<file path="src/rtl/mode_display_scheduler_if.sv">
// Signal bundle between the mode scheduler and the watch/stopwatch/cook functions,
// buttons and the shared FND/LED board outputs.
interface mode_display_scheduler_if;
  logic       btn_mode_pedge;
  logic [2:0] btn_pedge;
  logic       btn_alarm_off_pedge;
  logic       alarm_req;
  logic       stop_running;
  logic       cook_running;
  logic [7:0] seg_watch;
  logic [7:0] seg_stop;
  logic [7:0] seg_cook;
  logic [3:0] com_watch;
  logic [3:0] com_stop;
  logic [3:0] com_cook;
  logic [4:0] led_watch;
  logic [4:0] led_stop;
  logic [4:0] led_cook;

  logic [2:0] mode;
  logic [2:0] btn_watch;
  logic [2:0] btn_stop;
  logic [2:0] btn_cook;
  logic       alarm_off;
  logic [7:0] seg_7;
  logic [3:0] com;
  logic [4:0] led;
  logic       alarm_view;

  // Environment side: buttons, function status and private display copies.
  modport master (
    output btn_mode_pedge, btn_pedge, btn_alarm_off_pedge, alarm_req,
    output stop_running, cook_running,
    output seg_watch, seg_stop, seg_cook, com_watch, com_stop, com_cook,
    output led_watch, led_stop, led_cook,
    input  mode, btn_watch, btn_stop, btn_cook, alarm_off,
    input  seg_7, com, led, alarm_view
  );

  // Scheduler side.
  modport slave (
    input  btn_mode_pedge, btn_pedge, btn_alarm_off_pedge, alarm_req,
    input  stop_running, cook_running,
    input  seg_watch, seg_stop, seg_cook, com_watch, com_stop, com_cook,
    input  led_watch, led_stop, led_cook,
    output mode, btn_watch, btn_stop, btn_cook, alarm_off,
    output seg_7, com, led, alarm_view
  );
endinterface

</file>
<file path="src/rtl/mode_display_scheduler.sv">
// Mode controller for the multi-function clock: mode sequencing, button gating,
// shared display mux, cook-alarm preemption with blink, and idle return to watch.
module mode_display_scheduler #(
  parameter int CLK_HZ    = 100_000_000,
  parameter int IDLE_SEC  = 30,
  parameter int BLINK_DIV = 25_000_000
) (
  input logic                      clk,
  input logic                      reset_p,
  mode_display_scheduler_if.slave  bus_if
);

  localparam int TICK_W  = (CLK_HZ > 1) ? $clog2(CLK_HZ) : 1;
  localparam int IDLE_W  = (IDLE_SEC > 0) ? $clog2(IDLE_SEC + 1) : 1;
  localparam int BLINK_W = (BLINK_DIV > 1) ? $clog2(BLINK_DIV) : 1;

  localparam logic [TICK_W-1:0]  TICK_LAST  = TICK_W'(CLK_HZ - 1);
  localparam logic [IDLE_W-1:0]  IDLE_LIMIT = IDLE_W'(IDLE_SEC);
  localparam logic [BLINK_W-1:0] BLINK_LAST = BLINK_W'(BLINK_DIV - 1);

  // One-hot; the low three bits double as the mode output outside the alarm view.
  localparam logic [3:0] S_WATCH = 4'b0001;
  localparam logic [3:0] S_STOP  = 4'b0010;
  localparam logic [3:0] S_COOK  = 4'b0100;
  localparam logic [3:0] S_ALARM = 4'b1000;

  logic [3:0]         state_q, state_d;
  logic [3:0]         saved_q, saved_d;
  logic [TICK_W-1:0]  tick_cnt_q, tick_cnt_d;
  logic [IDLE_W-1:0]  idle_cnt_q, idle_cnt_d;
  logic [BLINK_W-1:0] blink_cnt_q, blink_cnt_d;
  logic               blink_q, blink_d;
  logic [7:0]         seg_q, seg_d;
  logic [3:0]         com_q, com_d;
  logic [4:0]         led_q, led_d;
  logic               alarm_off_q;
  logic [2:0]         btn_route [3];

  logic tick;
  logic idle_en;
  logic idle_hit;
  logic any_btn;
  logic state_change;
  logic deliver;

  assign tick         = (tick_cnt_q == TICK_LAST);
  assign any_btn      = (|bus_if.btn_pedge) | bus_if.btn_mode_pedge | bus_if.btn_alarm_off_pedge;
  assign state_change = (state_d != state_q);
  assign idle_en      = ((state_q == S_STOP) && !bus_if.stop_running) ||
                        ((state_q == S_COOK) && !bus_if.cook_running);
  assign idle_hit     = (IDLE_SEC != 0) && (idle_cnt_q == IDLE_LIMIT);

  // Alarm entry outranks idle return, which outranks the mode button.
  always_comb begin
    state_d = state_q;
    saved_d = saved_q;
    case (state_q)
      S_WATCH, S_STOP: begin
        if (bus_if.alarm_req) begin
          state_d = S_ALARM;
          saved_d = state_q;
        end else if (idle_hit) begin
          state_d = S_WATCH;
        end else if (bus_if.btn_mode_pedge) begin
          state_d = (state_q == S_WATCH) ? S_STOP : S_COOK;
        end
      end
      S_COOK: begin
        if (!bus_if.alarm_req) begin
          if (idle_hit || bus_if.btn_mode_pedge) begin
            state_d = S_WATCH;
          end
        end
      end
      S_ALARM: begin
        if (!bus_if.alarm_req) begin
          state_d = saved_q;
        end
      end
      default: begin
        state_d = S_WATCH;
      end
    endcase
  end

  always_comb begin
    tick_cnt_d = tick ? '0 : tick_cnt_q + TICK_W'(1);
  end

  always_comb begin
    idle_cnt_d = idle_cnt_q;
    if (any_btn || state_change || !idle_en) begin
      idle_cnt_d = '0;
    end else if (tick && (idle_cnt_q != IDLE_LIMIT)) begin
      idle_cnt_d = idle_cnt_q + IDLE_W'(1);
    end
  end

  // Blink runs only while the alarm view persists; leaving it restores the visible phase.
  always_comb begin
    blink_cnt_d = '0;
    blink_d     = 1'b0;
    if ((state_q == S_ALARM) && (state_d == S_ALARM)) begin
      if (blink_cnt_q == BLINK_LAST) begin
        blink_cnt_d = '0;
        blink_d     = ~blink_q;
      end else begin
        blink_cnt_d = blink_cnt_q + BLINK_W'(1);
        blink_d     = blink_q;
      end
    end
  end

  always_comb begin
    seg_d = bus_if.seg_cook;
    com_d = bus_if.com_cook;
    led_d = bus_if.led_cook;
    case (state_q)
      S_WATCH: begin
        seg_d = bus_if.seg_watch;
        com_d = bus_if.com_watch;
        led_d = bus_if.led_watch;
      end
      S_STOP: begin
        seg_d = bus_if.seg_stop;
        com_d = bus_if.com_stop;
        led_d = bus_if.led_stop;
      end
      default: begin
      end
    endcase
    if ((state_q == S_ALARM) && blink_q) begin
      seg_d = 8'hFF;
    end
  end

  always_ff @(posedge clk or posedge reset_p) begin
    if (reset_p) begin
      state_q     <= S_WATCH;
      saved_q     <= S_WATCH;
      tick_cnt_q  <= '0;
      idle_cnt_q  <= '0;
      blink_cnt_q <= '0;
      blink_q     <= 1'b0;
      seg_q       <= 8'hFF;
      com_q       <= 4'hF;
      led_q       <= 5'd0;
      alarm_off_q <= 1'b0;
    end else begin
      state_q     <= state_d;
      saved_q     <= saved_d;
      tick_cnt_q  <= tick_cnt_d;
      idle_cnt_q  <= idle_cnt_d;
      blink_cnt_q <= blink_cnt_d;
      blink_q     <= blink_d;
      seg_q       <= seg_d;
      com_q       <= com_d;
      led_q       <= led_d;
      alarm_off_q <= bus_if.btn_alarm_off_pedge;
    end
  end

  // A user press landing with a mode press or any state change goes to nobody.
  assign deliver = !bus_if.btn_mode_pedge && !state_change;

  genvar gi;
  generate
    for (gi = 0; gi < 3; gi++) begin : g_route
      logic [2:0] route_q;
      always_ff @(posedge clk or posedge reset_p) begin
        if (reset_p) begin
          route_q <= 3'b000;
        end else begin
          route_q <= (state_q[gi] && deliver) ? bus_if.btn_pedge : 3'b000;
        end
      end
      assign btn_route[gi] = route_q;
    end
  endgenerate

  assign bus_if.mode       = (state_q == S_ALARM) ? 3'b100 : state_q[2:0];
  assign bus_if.alarm_view = (state_q == S_ALARM);
  assign bus_if.btn_watch  = btn_route[0];
  assign bus_if.btn_stop   = btn_route[1];
  assign bus_if.btn_cook   = btn_route[2];
  assign bus_if.alarm_off  = alarm_off_q;
  assign bus_if.seg_7      = seg_q;
  assign bus_if.com        = com_q;
  assign bus_if.led        = led_q;

endmodule

</file>
<file path="src/flat_wrapper.sv">
// flat-port wrapper written by rule: the top's interface ports become plain ports
module mode_display_scheduler_flat 
#(
  parameter int CLK_HZ    = 100_000_000,
  parameter int IDLE_SEC  = 30,
  parameter int BLINK_DIV = 25_000_000
)
  (clk, reset_p, bus_if_btn_mode_pedge, bus_if_btn_pedge, bus_if_btn_alarm_off_pedge, bus_if_alarm_req, bus_if_stop_running, bus_if_cook_running, bus_if_seg_watch, bus_if_seg_stop, bus_if_seg_cook, bus_if_com_watch, bus_if_com_stop, bus_if_com_cook, bus_if_led_watch, bus_if_led_stop, bus_if_led_cook, bus_if_mode, bus_if_btn_watch, bus_if_btn_stop, bus_if_btn_cook, bus_if_alarm_off, bus_if_seg_7, bus_if_com, bus_if_led, bus_if_alarm_view);
  mode_display_scheduler_if bus_if_i ();
  input logic clk;
  input logic reset_p;
  input wire logic [$bits(bus_if_i.btn_mode_pedge)-1:0] bus_if_btn_mode_pedge;
  input wire logic [$bits(bus_if_i.btn_pedge)-1:0] bus_if_btn_pedge;
  input wire logic [$bits(bus_if_i.btn_alarm_off_pedge)-1:0] bus_if_btn_alarm_off_pedge;
  input wire logic [$bits(bus_if_i.alarm_req)-1:0] bus_if_alarm_req;
  input wire logic [$bits(bus_if_i.stop_running)-1:0] bus_if_stop_running;
  input wire logic [$bits(bus_if_i.cook_running)-1:0] bus_if_cook_running;
  input wire logic [$bits(bus_if_i.seg_watch)-1:0] bus_if_seg_watch;
  input wire logic [$bits(bus_if_i.seg_stop)-1:0] bus_if_seg_stop;
  input wire logic [$bits(bus_if_i.seg_cook)-1:0] bus_if_seg_cook;
  input wire logic [$bits(bus_if_i.com_watch)-1:0] bus_if_com_watch;
  input wire logic [$bits(bus_if_i.com_stop)-1:0] bus_if_com_stop;
  input wire logic [$bits(bus_if_i.com_cook)-1:0] bus_if_com_cook;
  input wire logic [$bits(bus_if_i.led_watch)-1:0] bus_if_led_watch;
  input wire logic [$bits(bus_if_i.led_stop)-1:0] bus_if_led_stop;
  input wire logic [$bits(bus_if_i.led_cook)-1:0] bus_if_led_cook;
  output wire logic [$bits(bus_if_i.mode)-1:0] bus_if_mode;
  output wire logic [$bits(bus_if_i.btn_watch)-1:0] bus_if_btn_watch;
  output wire logic [$bits(bus_if_i.btn_stop)-1:0] bus_if_btn_stop;
  output wire logic [$bits(bus_if_i.btn_cook)-1:0] bus_if_btn_cook;
  output wire logic [$bits(bus_if_i.alarm_off)-1:0] bus_if_alarm_off;
  output wire logic [$bits(bus_if_i.seg_7)-1:0] bus_if_seg_7;
  output wire logic [$bits(bus_if_i.com)-1:0] bus_if_com;
  output wire logic [$bits(bus_if_i.led)-1:0] bus_if_led;
  output wire logic [$bits(bus_if_i.alarm_view)-1:0] bus_if_alarm_view;
  assign bus_if_i.btn_mode_pedge = bus_if_btn_mode_pedge;
  assign bus_if_i.btn_pedge = bus_if_btn_pedge;
  assign bus_if_i.btn_alarm_off_pedge = bus_if_btn_alarm_off_pedge;
  assign bus_if_i.alarm_req = bus_if_alarm_req;
  assign bus_if_i.stop_running = bus_if_stop_running;
  assign bus_if_i.cook_running = bus_if_cook_running;
  assign bus_if_i.seg_watch = bus_if_seg_watch;
  assign bus_if_i.seg_stop = bus_if_seg_stop;
  assign bus_if_i.seg_cook = bus_if_seg_cook;
  assign bus_if_i.com_watch = bus_if_com_watch;
  assign bus_if_i.com_stop = bus_if_com_stop;
  assign bus_if_i.com_cook = bus_if_com_cook;
  assign bus_if_i.led_watch = bus_if_led_watch;
  assign bus_if_i.led_stop = bus_if_led_stop;
  assign bus_if_i.led_cook = bus_if_led_cook;
  assign bus_if_mode = bus_if_i.mode;
  assign bus_if_btn_watch = bus_if_i.btn_watch;
  assign bus_if_btn_stop = bus_if_i.btn_stop;
  assign bus_if_btn_cook = bus_if_i.btn_cook;
  assign bus_if_alarm_off = bus_if_i.alarm_off;
  assign bus_if_seg_7 = bus_if_i.seg_7;
  assign bus_if_com = bus_if_i.com;
  assign bus_if_led = bus_if_i.led;
  assign bus_if_alarm_view = bus_if_i.alarm_view;
  mode_display_scheduler #(.CLK_HZ(CLK_HZ), .IDLE_SEC(IDLE_SEC), .BLINK_DIV(BLINK_DIV)) u_core (.clk(clk), .reset_p(reset_p), .bus_if(bus_if_i));
endmodule
</file>
<file path="config.mk">
export PLATFORM = sky130hd
export DESIGN_NAME = mode_display_scheduler_flat
export DESIGN_NICKNAME = d
export VERILOG_FILES = /design/src/rtl/mode_display_scheduler_if.sv /design/src/rtl/mode_display_scheduler.sv /design/src/flat_wrapper.sv
export SDC_FILE = /design/constraint.sdc
export NUM_CORES = 1
export LEC_CHECK = 0
export CAP_MARGIN = 20
export CORE_MARGIN = 2
export CORE_UTILIZATION = 40
export DETAILED_ROUTE_END_ITERATION = 10
export PLACE_DENSITY_LB_ADDON = 0.1
export SYNTH_ARGS = -nofsm -noshare
export SYNTH_HDL_FRONTEND = slang
export SYNTH_SLANG_ARGS = --single-unit
</file>
<file path="constraint.sdc">
create_clock -name clk -period 5 [get_ports clk]
set_clock_uncertainty 0.15 [all_clocks]
set_input_delay 0.5 -clock clk [delete_from_list [all_inputs] [get_ports clk]]
set_output_delay 0.5 -clock clk [all_outputs]
set_load 0.01 [all_outputs]
</file>
# After elaboration in Yosys (flattened, before gate mapping)
# Cells that the tools add are included.
# Widths: inputs -> output; s select.
[op_classes] n_reduce_logical=21 add_sub_neg=3 muxes=23 n_bitwise=3 eq_ne=11
[op_table] operator="$mux 25" count=2
[op_table] operator="$add 27x1->27 const B" count=1
[op_table] operator="$eq 27x27->1 const B" count=1
[op_table] operator="$mux 27" count=1
[op_table] operator="$add 25x1->25 const B" count=1
[op_table] operator="$eq 25x25->1 const B" count=1
[op_table] operator="$mux 4" count=6
[op_table] operator="$pmux 8 s2" count=1
[op_table] operator="$mux 3" count=5
[op_table] operator="$pmux 4 s3" count=1
[op_table] operator="$mux 5" count=2
[op_table] operator="$pmux 5 s2" count=1
[op_table] operator="$logic_and 1x1->1" count=9
[op_table] operator="$eq 4x4->1 const B" count=2
[op_table] operator="$mux 8" count=1
[op_table] operator="$pmux 4 s2" count=1
[op_table] operator="$add 5x1->5 const B" count=1
[op_table] operator="$eq 5x5->1 const B" count=1
[op_table] operator="$logic_not 1->1" count=5
[op_table] operator="$ne 5x5->1 const B" count=1
[op_table] operator="$eq 4x1->1 const B" count=1
[op_table] operator="$eq 4x2->1 const B" count=1
[op_table] operator="$eq 4x3->1 const B" count=1
[op_table] operator="$logic_or 1x1->1" count=4
[op_table] operator="8 further kinds" count=10
[totals] regBits=93 elab_cells=74 inputBits=61 out_inout_bits=31

# Depth between registers and ports, before layout
# Gate-level depths: netlist of the first run.
[logic_depth] ltp_word=11 mapped_depth=8 mapped_depth_nobuf=7

# Worst setup path after synthesis of the first run
# No wires, ideal clock.
[synth_path] path_kind="register to output" startpoint="register u_core.state_q[0]" endpoint="output port bus_if_mode[2]" t_required_ps=4350 stages_incl_launch_ff=6 arrival_time_ps=1573 setup_slack_ps=2777 path_buffers=3 path_cell_list="dfstp_2 -> buf_2 -> clkbuf_1 -> clkbuf_1 -> nor2_1 -> a21o_1"
[synth_via] elab_chain_cells=2
[synth_rtl] item="start, declared" line="mode_display_scheduler.sv:27" rtl="logic [3:0] state_q, state_d;"
[synth_rtl] item="start signal, assigned" line="mode_display_scheduler.sv:150" rtl="state_q <= state_d;"
[synth_rtl] item="$eq 4x4->1" line="mode_display_scheduler.sv:181" rtl="assign bus_if.mode = (state_q == S_ALARM) ? 3'b100 : state_q[2:0];"
[synth_rtl] item="$mux 3" line="mode_display_scheduler.sv:181"
[synth_rtl] item="end, declared" line="flat_wrapper.sv:27" rtl="output wire logic [$bits(bus_if_i.mode)-1:0] bus_if_mode;"
# Every way passes these cells.

# Worst setup path after layout of the first run
[layout_path] startpoint="register u_core.state_q[0]" endpoint="register u_core.blink_cnt_q[24]"
[layout_via] elab_chain_cells=9 word_cells_on_any_way=16 classes_between="5 x eq/ne; 9 x mux; 2 x reduce/logical"
[layout_rtl] item="$eq 4x1->1" line="mode_display_scheduler.sv:57, mode_display_scheduler.sv:65"
[layout_rtl] item="$mux 3" line="mode_display_scheduler.sv:65" rtl="state_d = (state_q == S_WATCH) ? S_STOP : S_COOK;"
[layout_rtl] item="$mux 4" line="mode_display_scheduler.sv:64" rtl="end else if (bus_if.btn_mode_pedge) begin"
[layout_rtl] item="$mux 4" line="mode_display_scheduler.sv:62" rtl="end else if (idle_hit) begin"
[layout_rtl] item="$mux 4" line="mode_display_scheduler.sv:59" rtl="if (bus_if.alarm_req) begin"
[layout_rtl] item="$pmux 4 s3" line="mode_display_scheduler.sv:57" rtl="case (state_q)"
[layout_rtl] item="$eq 4x4->1" line="mode_display_scheduler.sv:103" rtl="if ((state_q == S_ALARM) && (state_d == S_ALARM)) begin"
[layout_rtl] item="$logic_and 1x1->1 *" line="mode_display_scheduler.sv:103"
[layout_rtl] item="$mux 25 *" line="mode_display_scheduler.sv:103"
[layout_rtl] item="named net u_core.blink_cnt_d[24]" line="mode_display_scheduler.sv:31" rtl="logic [BLINK_W-1:0] blink_cnt_q, blink_cnt_d;"
[layout_rtl] item="end signal, assigned" line="mode_display_scheduler.sv:154" rtl="blink_cnt_q <= blink_cnt_d;"
[layout_rtl] item="end, declared" line="mode_display_scheduler.sv:31"
# The timed path passes the listed nets; every way through them passes the cells marked *.
# A chain may end at the register's enable or synchronous reset.

==> results of run 1 <==
## power groups by stage
| stage | Combinational (mW) | Sequential [mW] | Clock, mW |
|---|---|---|---|
| floorplan | 0.471 | 0.974 | 0 |
| global placement | 0.743 | 0.990 | 0 |
| detailed placement | 0.752 | 0.995 | 0 |
| CTS | 0.755 | 0.981 | 0.748 |
| global route | 0.855 | 0.999 | 0.783 |
| finish | 0.777 | 0.982 | 0.726 |
## flip-flops by register name, indices dropped and copies added, names as in the netlist
name	flops
u_core.bus_if.btn_cook	3
u_core.state_q	4
u_core.bus_if.led	5
u_core.saved_q	4
u_core.bus_if.com	4
u_core.bus_if.btn_watch	3
u_core.bus_if.btn_stop	3
u_core.blink_q	1
u_core.bus_if.seg_7	8
u_core.blink_cnt_q	25
u_core.bus_if.alarm_off	1
u_core.idle_cnt_q	5
u_core.tick_cnt_q	27
## area by class of cell
type                    instances  share of cell area
flip-flops and latches         93              0.3784
multi-input cells             366              0.3716
well taps                     147             0.02968
inverters                      17             0.01050
clock inverters                 6             0.01414
clock buffers                  10             0.03695
repair buffers                 97              0.1587
## worst min-delay path by stage
| stage | from | end | slack, ns | cells past startpoint |
|---|---|---|---|---|
| 5_1_grt | reset_p | u_core.tick_cnt_q[3]$_DFF_PP0_ | 0.18 | 2 |
| 2_1_floorplan | u_core.saved_q[2]$_DFFE_PP0N_ | u_core.saved_q[2]$_DFFE_PP0N_ | 0.30 | 1 |
| 3_5_place_dp | u_core.saved_q[3]$_DFFE_PP0N_ | u_core.saved_q[3]$_DFFE_PP0N_ | 0.32 | 1 |
| 3_3_place_gp | u_core.tick_cnt_q[0]$_DFF_PP0_ | u_core.tick_cnt_q[0]$_DFF_PP0_ | 0.32 | 1 |
| 4_1_cts | u_core.tick_cnt_q[0]$_DFF_PP0_ | u_core.tick_cnt_q[0]$_DFF_PP0_ | 0.34 | 1 |
| 6_report | reset_p | u_core.tick_cnt_q[2]$_DFF_PP0_ | 0.18 | 2 |
## metal layers
metal,share of wire,track usage,vias up
li1,-,-,1967
met1,0.48,0.2530,1931
met2,0.45,0.2845,111
met3,0.057,0.03494,11
met4,0.015,0.06423,0
met5,0,0,-
## cell usage after synthesis (13+ instances only)
library cell	number	share of area
nand2b_1	13	0.017
a21oi_1	27	0.028
dfstp_2	14	0.076
xor2_1	16	0.029
nand4_1	16	0.021
inv_1	15	0.012
o21ai_0	14	0.014
dfrtp_1	79	0.41
nor2_1	62	0.048
xnor2_1	29	0.052
clkbuf_1	14	0.011
nor3_1	37	0.038
nand2_1	21	0.016
nand3_1	20	0.021
## logic make-up after synthesis
kind of cell               count (synthesis)
muxes                                      3
xor gates and xnor gates                  45
adders and majority gates                  4
buffers and inverters                     47
AOI/OAI and AO/OA                         94
DFF                                       93
and+or+nand+nor                          220
==> metrics.yaml, run 1 <==
hold_class: "in2async"
num_antenna_cells: 0
power_frac_comb: 0.313
dpl_worst_slack_ns: 1.796
power_mw: 2.485
path_depth: 5
synth_flop_cell: "dfrtp_1"
grt_pass1_wl_um: 18860
crit_type: "reg2reg"
synthToLayoutAreaGrowth_pct: 27.89
final_max_slew_viol_count: 0
synth_top_family_by_area: "simple AND/OR/NAND/NOR gates"
critPathLaunchType: "flop"
worstMarginPinSlew_ns: 0.9041
p_leak_nw: 2.447
synth-seq-cells: 93
synth_cells: 506
routabilityCongestion: 0.8088
path_cells: "nor2b_1 -> nand4_1 -> o211a_1 -> nand4_2 -> nor3_1"
io_buffers: 91
firstDrtPassIters: 5
hold_violations: 0
die_area_um2: 13010
worstPathBufferInverterCount: 0
ios: 92
cts_tree: "yes"
core-area_um2: 11910
worst-r2r-cell-count: 5
cpPeakStageDelay_ns: 1.10
cts_max_path_buffers: 2
grt_max_degree: 56
cp-end-kind: "flop"
net-switching-power_mw: 0.7793
whs_ns: 0.1815
ys_warn_count: 0
wirelength_um: 11420
crit_family: "simple AND/OR/NAND/NOR gates"
die_height_um: 114.1
clock-root-buffer: "clkbuf_16"
fillers: 1072
yosysSeqAreaShare: 0.4840
cp_max_fo: 52
maxSlewHeadroom: 0.3960
setup_viol: 0
drt_iter0_markers: 258
fin_util: 0.5202
switching_share: 0.3136
arrival_ns: 3.17
grt_antenna_before_repair: 0
placement_rows: 40
cts.clk_slew.worst_paths_ns: 0.07
synth_simple_gate_area_frac: 0.2443
rr_endpoint: "u_core.blink_cnt_q[24]$_DFF_PP0_"
power_frac_seq: 0.395
seq_area_um2: 2345
instances_no_fill: 736
synth_area_um2: 4845
ctsResizeCount: 0
period_share: 0.6158
cp.required_ns: 5.09
yosysUniqueCellTypes: 59
dr_total_vias: 4020
crit_start: "u_core.state_q[0]$_DFF_PP1_"
wl_per_cell_um: 15.51
maxCapViolCount: 0
synth_compound_area_frac: 0.1325
final_common_cell: "clkdlybuf4s50_1"
avgViaCountPerCell: 5.462
r2r-start: "u_core.state_q[0]$_DFF_PP1_"
muxShareOfSynthArea: 0.006715
h-tree-depth: 3
nNetsFinal: 649
ant_nets: 0
cts_buffers: 9
cts_sinks: 93
peakVddDrop_uv: 151.0
initial_core_util: 0.4067
fmax_ghz: 0.3248
pwr-share-clk: 0.292
rrSetupSlack_ns: 1.92
rsz0062_at_grt: "false"
yosys.area_share.adder: 0.01033
dp_hpwl_um: 7675
overflow: 0
placed_cell_area_um2: 5829
synthArstFlopShare: 1.000
insertion_delay_ns: 0.34
drive_gt1_frac: 0.08489
final_cell_mix: "clkdlybuf4s50_1 (91), dfrtp_1 (79), nor2_1 (62)"
power_density_nw_per_um2: 401.1
dp.cells: 717
track_usage: 0.1816
drcViolationCount: 0
endpoint: "u_core.blink_cnt_q[24]$_DFF_PP0_"
hold_buffers: 0
internal_power_mw: 1.706
synth_edf_count: 0
grt_pass1_vias: 3903
multiInputGateArea_um2: 2302
syn_avg_cell_area_um2: 9.574
setup_ws_ns: 1.921
syn-num-nets: 571
final.setup.tns_ns: 0
status: "complete, no violations"
slowest_stage: "dfstp_2"
postLayoutCellArea_um2: 6196
fp.dieW_um: 114.1
synth_xor_area_frac: 0.08135
period_needed_ns: 3.079
post_cts_buffers: 0
(Power assumes the default switching activity.)
==> run 2, diff against run 1 <==
==> constraint.sdc (replaced) <==
create_clock -name clk -period 2.6 [get_ports clk]
set_clock_uncertainty 0.15 [all_clocks]
set_input_delay 0.26 -clock clk [delete_from_list [all_inputs] [get_ports clk]]
set_output_delay 0.26 -clock clk [all_outputs]
set_load 0.01 [all_outputs]
==> run 2 against run 1 <==
Worst setup slack worse by 1.8 ns; global-route usage up 0.074 points; count of clock-buffer cells in the layout down 1; combinational power up 110%; routed wire length up 0.72%; sequential power up 85%; sequential share of layout area down 0.40 points; cell count up 1.4%; non-clock buffer count up 10; first-iteration DRC count up 2.7%; via count up 0.50%; critical path depth down 3; largest power group unchanged; highest routed layer unchanged.
==> metrics.yaml, run 2 (same netlist as run 1, synthesis figures left out) <==
ios: 92  # unchanged
post_cts_buffers: 0  # unchanged
final_cell_mix: "clkdlybuf4s50_1 (91), dfrtp_1 (79), nor2_1 (62)"
hold_violations: 0  # unchanged
grt_max_degree: 94  # +68%
placement_rows: 40  # unchanged
insertion_delay_ns: 0.34  # about the same
arrival_ns: 2.04  # -1.13 ns
routabilityCongestion: 0.7940  # -1.8%
period_share: 0.9417
overflow: 0  # unchanged
period_needed_ns: 2.448
fp.dieW_um: 114.1  # unchanged
die_height_um: 114.1  # unchanged
core-area_um2: 11910  # unchanged
drcViolationCount: 0  # unchanged
crit_type: "reg2out"
setup_viol: 0  # unchanged
grt_pass1_vias: 3989  # +2.2%
maxCapViolCount: 0  # unchanged
num_antenna_cells: 0  # unchanged
status: "complete, no violations"
die_area_um2: 13010  # unchanged
io_buffers: 91  # unchanged
synthToLayoutAreaGrowth_pct: 29.26
nNetsFinal: 659  # +1.5%
fmax_ghz: 0.4084
grt_pass1_wl_um: 19160  # +1.6%
cts_buffers: 9  # unchanged
critPathLaunchType: "flop"
dp_hpwl_um: 7860  # +2.4%
rsz0062_at_grt: "false"
cts_sinks: 93  # unchanged
maxSlewHeadroom: 0.5331  # +0.1371
postLayoutCellArea_um2: 6262  # +1.1%
peakVddDrop_uv: 445.0  # +190%
final_max_slew_viol_count: 0  # unchanged
firstDrtPassIters: 4  # -1
ant_nets: 0  # unchanged
p_leak_nw: 2.489  # +1.7%
whs_ns: 0.2569  # +0.07533 ns
grt_antenna_before_repair: 0  # unchanged
power_density_nw_per_um2: 761.4  # +90%
cp_max_fo: 37  # -29%
wirelength_um: 11500  # +0.72%
avgViaCountPerCell: 5.416  # -0.85%
power_mw: 4.768  # +92%
wl_per_cell_um: 15.41  # -0.63%
drt_iter0_markers: 265  # +2.7%
drive_gt1_frac: 0.1035  # +0.01862
placed_cell_area_um2: 5954  # +2.1%
cp-end-kind: "primary output"
hold_buffers: 0  # unchanged
initial_core_util: 0.4067  # unchanged
largest_register_ffs: 27  # unchanged
clock-root-buffer: "clkbuf_16"
cts.clk_slew.worst_paths_ns: 0.07  # about the same
cp.required_ns: 2.19  # -2.90 ns
regMostFlops: "u_core.tick_cnt_q"
final_common_cell: "clkdlybuf4s50_1"
crit_start: "u_core.state_q[0]$_DFF_PP1_"
cts_tree: "yes"
h-tree-depth: 3  # unchanged
dr_total_vias: 4040  # +0.50%
worstMarginPinSlew_ns: 0.6957  # -0.2084 ns
ctsResizeCount: 0  # unchanged
track_usage: 0.1823  # +0.0007422
final.setup.tns_ns: 0  # unchanged
r2r-start: "u_core.state_q[0]$_DFF_PP1_"
hold_class: "in2async"
cts_max_path_buffers: 2  # unchanged
run 2: layout make-up:
| cell class | instances | area (um2) |
|---|---|---|
| Clock inverter | 7 | 76.32 |
| Inverter | 17 | 67.56 |
| Sequential cell | 93 | 2345 |
| Timing Repair Buffer | 107 | 1056 |
| Clock buffer | 9 | 225.2 |
| Fill cell | 1103 | 5649 |
| Tap cell | 147 | 183.9 |
| Multi-Input combinational cell | 366 | 2308 |
run 2: worst max-delay path: stages, from the launching register on:
cell and delay, ns:
dfstp_2 0.70, buf_4 0.39, clkdlybuf4s50_1 0.61
run 2: per-layer routing:
metal | routed length, um | vias to the layer above | share of wire | track usage
li1 | - | 1990 | - | -
met1 | 5483 | 1935 | 0.48 | 0.2456
met2 | 5262 | 105 | 0.46 | 0.2972
met3 | 616 | 10 | 0.054 | 0.04182
met4 | 136 | 0 | 0.012 | 0.04959
met5 | 0 | - | 0 | 0
run 2: through the flow:
stage | cells | setup WS, ns | util
final | 746 | 0.1515 | 0.5257
after global routing | 746 | 0.03743 | 0.5257
after CTS | 746 | 0.08646 | 0.5252
after detailed placement | 730 | 0.3154 | 0.4999
after global placement | 730 | 0.3521 | 0.4999
after floorplan | 506 | 0.5850 | -
run 2: final timing paths:
check | endpoint | slack (ns) | cells past startpoint
setup / recovery | bus_if_mode[0] | 0.15 | 2
hold / removal | u_core.tick_cnt_q[7]$_DFF_PP0_ | 0.26 | 3
setup reg to reg | u_core.bus_if.btn_cook[1]$_DFF_PP0_ | 0.28 | 5
hold reg to reg | u_core.tick_cnt_q[0]$_DFF_PP0_ | 0.33 | 1
max in group asynchronous | u_core.bus_if.com[3]$_DFF_PP1_ | 1.65 | 3
min in group clk | u_core.bus_if.alarm_off$_DFF_PP0_ | 0.26 | 1
run 2: power by group:
part           internal [mW]  leakage, nW  switching [mW]
Clock                  0.749        0.142           0.576
Combinational          0.783         1.13           0.840
Sequential              1.70         1.22           0.118
Total                   3.23         2.49            1.53
==> run 3, diff against run 2 <==
--- a/config.mk
+++ b/config.mk
@@ -10,6 +10,7 @@
 export CORE_UTILIZATION = 40
 export DETAILED_ROUTE_END_ITERATION = 10
 export PLACE_DENSITY_LB_ADDON = 0.1
+export REMOVE_ABC_BUFFERS = 1
 export SYNTH_ARGS = -nofsm -noshare
 export SYNTH_HDL_FRONTEND = slang
 export SYNTH_SLANG_ARGS = --single-unit
==> run 3 against run 2 <==
Worst setup slack worse by 0.029 ns; count of clock-buffer cells in the layout grew 1; power shrank 1.8%; critical path depth is 1 higher; flip-flop and latch count stayed put; combinational power about the same; die area unchanged; routed wire length up 0.80%; maximum frequency is 1.2% lower.
==> metrics.yaml, run 3 (same netlist as run 1, synthesis figures left out) <==
wl_per_cell_um: 15.49  # +0.53%
wirelength_um: 11590  # +0.80%
p_leak_nw: 2.481  # -0.28%
largest_register_ffs: 27  # unchanged
h-tree-depth: 3  # unchanged
cp-end-kind: "primary output"
grt_pass1_wl_um: 19510  # +1.8%
period_needed_ns: 2.477  # +0.02860 ns
worst-r2r-cell-count: 4  # -1
core-area_um2: 11910  # unchanged
setup_viol: 0  # unchanged
final_cell_mix: "clkdlybuf4s50_1 (91), dfrtp_1 (79), nor2_1 (62)"
post_cts_buffers: 0  # unchanged
hold_class: "in2async"
grt_max_degree: 52  # -45%
dr_total_vias: 4075  # +0.87%
io_buffers: 91  # unchanged
firstDrtPassIters: 5  # +1
crit_type: "reg2out"
cp.required_ns: 2.19  # about the same
path_depth: 3  # +1
die_area_um2: 13010  # unchanged
hold_buffers: 0  # unchanged
placement_rows: 40  # unchanged
worstMarginPinSlew_ns: 0.6716  # -0.02409 ns
ant_nets: 0  # unchanged
cts_sinks: 93  # unchanged
overflow: 0  # unchanged
hold_violations: 0  # unchanged
clock-root-buffer: "clkbuf_16"
routabilityCongestion: 0.8340  # +5.0%
die_height_um: 114.1  # unchanged
num_antenna_cells: 0  # unchanged
cts_buffers: 9  # unchanged
cts_tree: "yes"
period_share: 0.9527  # +0.01100
arrival_ns: 2.07  # +0.03 ns
initial_core_util: 0.4067  # unchanged
critPathLaunchType: "flop"
insertion_delay_ns: 0.35  # about the same
final.setup.tns_ns: 0  # unchanged
grt_pass1_vias: 3882  # -2.7%
fmax_ghz: 0.4037  # -1.2%
track_usage: 0.1884  # +0.006056
avgViaCountPerCell: 5.448  # +0.60%
cts_max_path_buffers: 2  # unchanged
maxCapViolCount: 0  # unchanged
path_cells: "nor4_1 -> buf_4 -> clkdlybuf4s50_1"
drive_gt1_frac: 0.1032  # -0.0003444
final_common_cell: "clkdlybuf4s50_1"
worstPathBufferInverterCount: 2  # unchanged
synthToLayoutAreaGrowth_pct: 28.64
power_mw: 4.682  # -1.8%
cp_max_fo: 15  # -59%
rsz0062_at_grt: "false"
power_density_nw_per_um2: 751.2  # -1.3%
nNetsFinal: 661  # +0.30%
drt_iter0_markers: 266  # +0.38%
final_max_slew_viol_count: 0  # unchanged
fp.dieW_um: 114.1  # unchanged
ctsResizeCount: 0  # unchanged
cts.clk_slew.worst_paths_ns: 0.07  # about the same
regMostFlops: "u_core.tick_cnt_q"
crit_family: "buffers and inverters"
cpPeakStageDelay_ns: 0.54  # -0.16 ns
peakVddDrop_uv: 385.9  # -13%
ios: 92  # unchanged
maxSlewHeadroom: 0.5493  # +0.01617
status: "complete, no violations"
slowest_stage: "dfrtp_1"
drcViolationCount: 0  # unchanged
dp_hpwl_um: 8173  # +4.0%
grt_antenna_before_repair: 0  # unchanged
## run 3: changes by cell type in the layout (fill, tap and decap cells not counted), sizes merged
| cell | delta |
|---|---|
| clkinv | -1 |
| bufinv | -1 |
| clkbuf | +1 |
| buf | +2 |
| inv | +1 |
## run 3: power by group
| part | switching, mW | total (mW) | internal [mW] |
|---|---|---|---|
| clock network | 0.580 | 1.24 | 0.655 |
| logic | 0.843 | 1.63 | 0.784 |
| registers | 0.116 | 1.82 | 1.70 |
| total | 1.54 | 4.68 | 3.14 |
## run 3: final cells by class
cell class / instances / area, um2
inverters: 17 / 65.06
multi-input cells: 366 / 2302
clock inverters: 6 / 48.80
fillers: 1109 / 5679
repair buffers: 109 / 1059
flip-flops and latches: 93 / 2345
clock buffers: 10 / 229.0
well taps: 147 / 183.9
## run 3: metal layers
| layer | GRT usage | share of wire | vias to the layer above |
|---|---|---|---|
| li1 | - | - | 1997 |
| met1 | 0.2638 | 0.49 | 1961 |
| met2 | 0.2837 | 0.44 | 105 |
| met3 | 0.04659 | 0.055 | 12 |
| met4 | 0.07073 | 0.012 | 0 |
| met5 | 0 | 0 | - |
## run 3: worst paths after layout
| check | to | startpoint | slack [ns] |
|---|---|---|---|
| min reg2reg | u_core.saved_q[2]$_DFFE_PP0N_ | u_core.saved_q[2]$_DFFE_PP0N_ | 0.33 |
| max reg2reg | u_core.blink_cnt_q[8]$_DFF_PP0_ | u_core.state_q[2]$_DFF_PP0_ | 0.36 |
| min in group clk | u_core.bus_if.alarm_off$_DFF_PP0_ | bus_if_btn_alarm_off_pedge | 0.24 |
| min | u_core.tick_cnt_q[1]$_DFF_PP0_ | reset_p | 0.20 |
| max | bus_if_alarm_view | u_core.state_q[2]$_DFF_PP0_ | 0.12 |
| max in group asynchronous | u_core.bus_if.led[4]$_DFF_PP0_ | reset_p | 1.59 |
## run 3: worst reg2reg max path, cell delays in order, from the launching register on
cell,delay [ns]
dfrtp_1,0.54
nor4_1,0.44
nor2b_1,0.32
nand3_1,0.37
nor3_1,0.32
## run 3: metrics by stage
stage	cell area, um2	worst slack (ns)	hold WS, ns	util	cells
2_1_floorplan	4711	-0.2071	0.1414	-	476
3_3_place_gp	5954	0.2645	0.3180	0.4999	732
3_5_place_dp	5954	0.2335	0.3182	0.4999	732
4_1_cts	6232	0.1028	0.2198	0.5232	748
5_1_grt	6232	0.03466	0.2406	0.5232	748
6_report	6232	0.1229	0.1977	0.5232	748
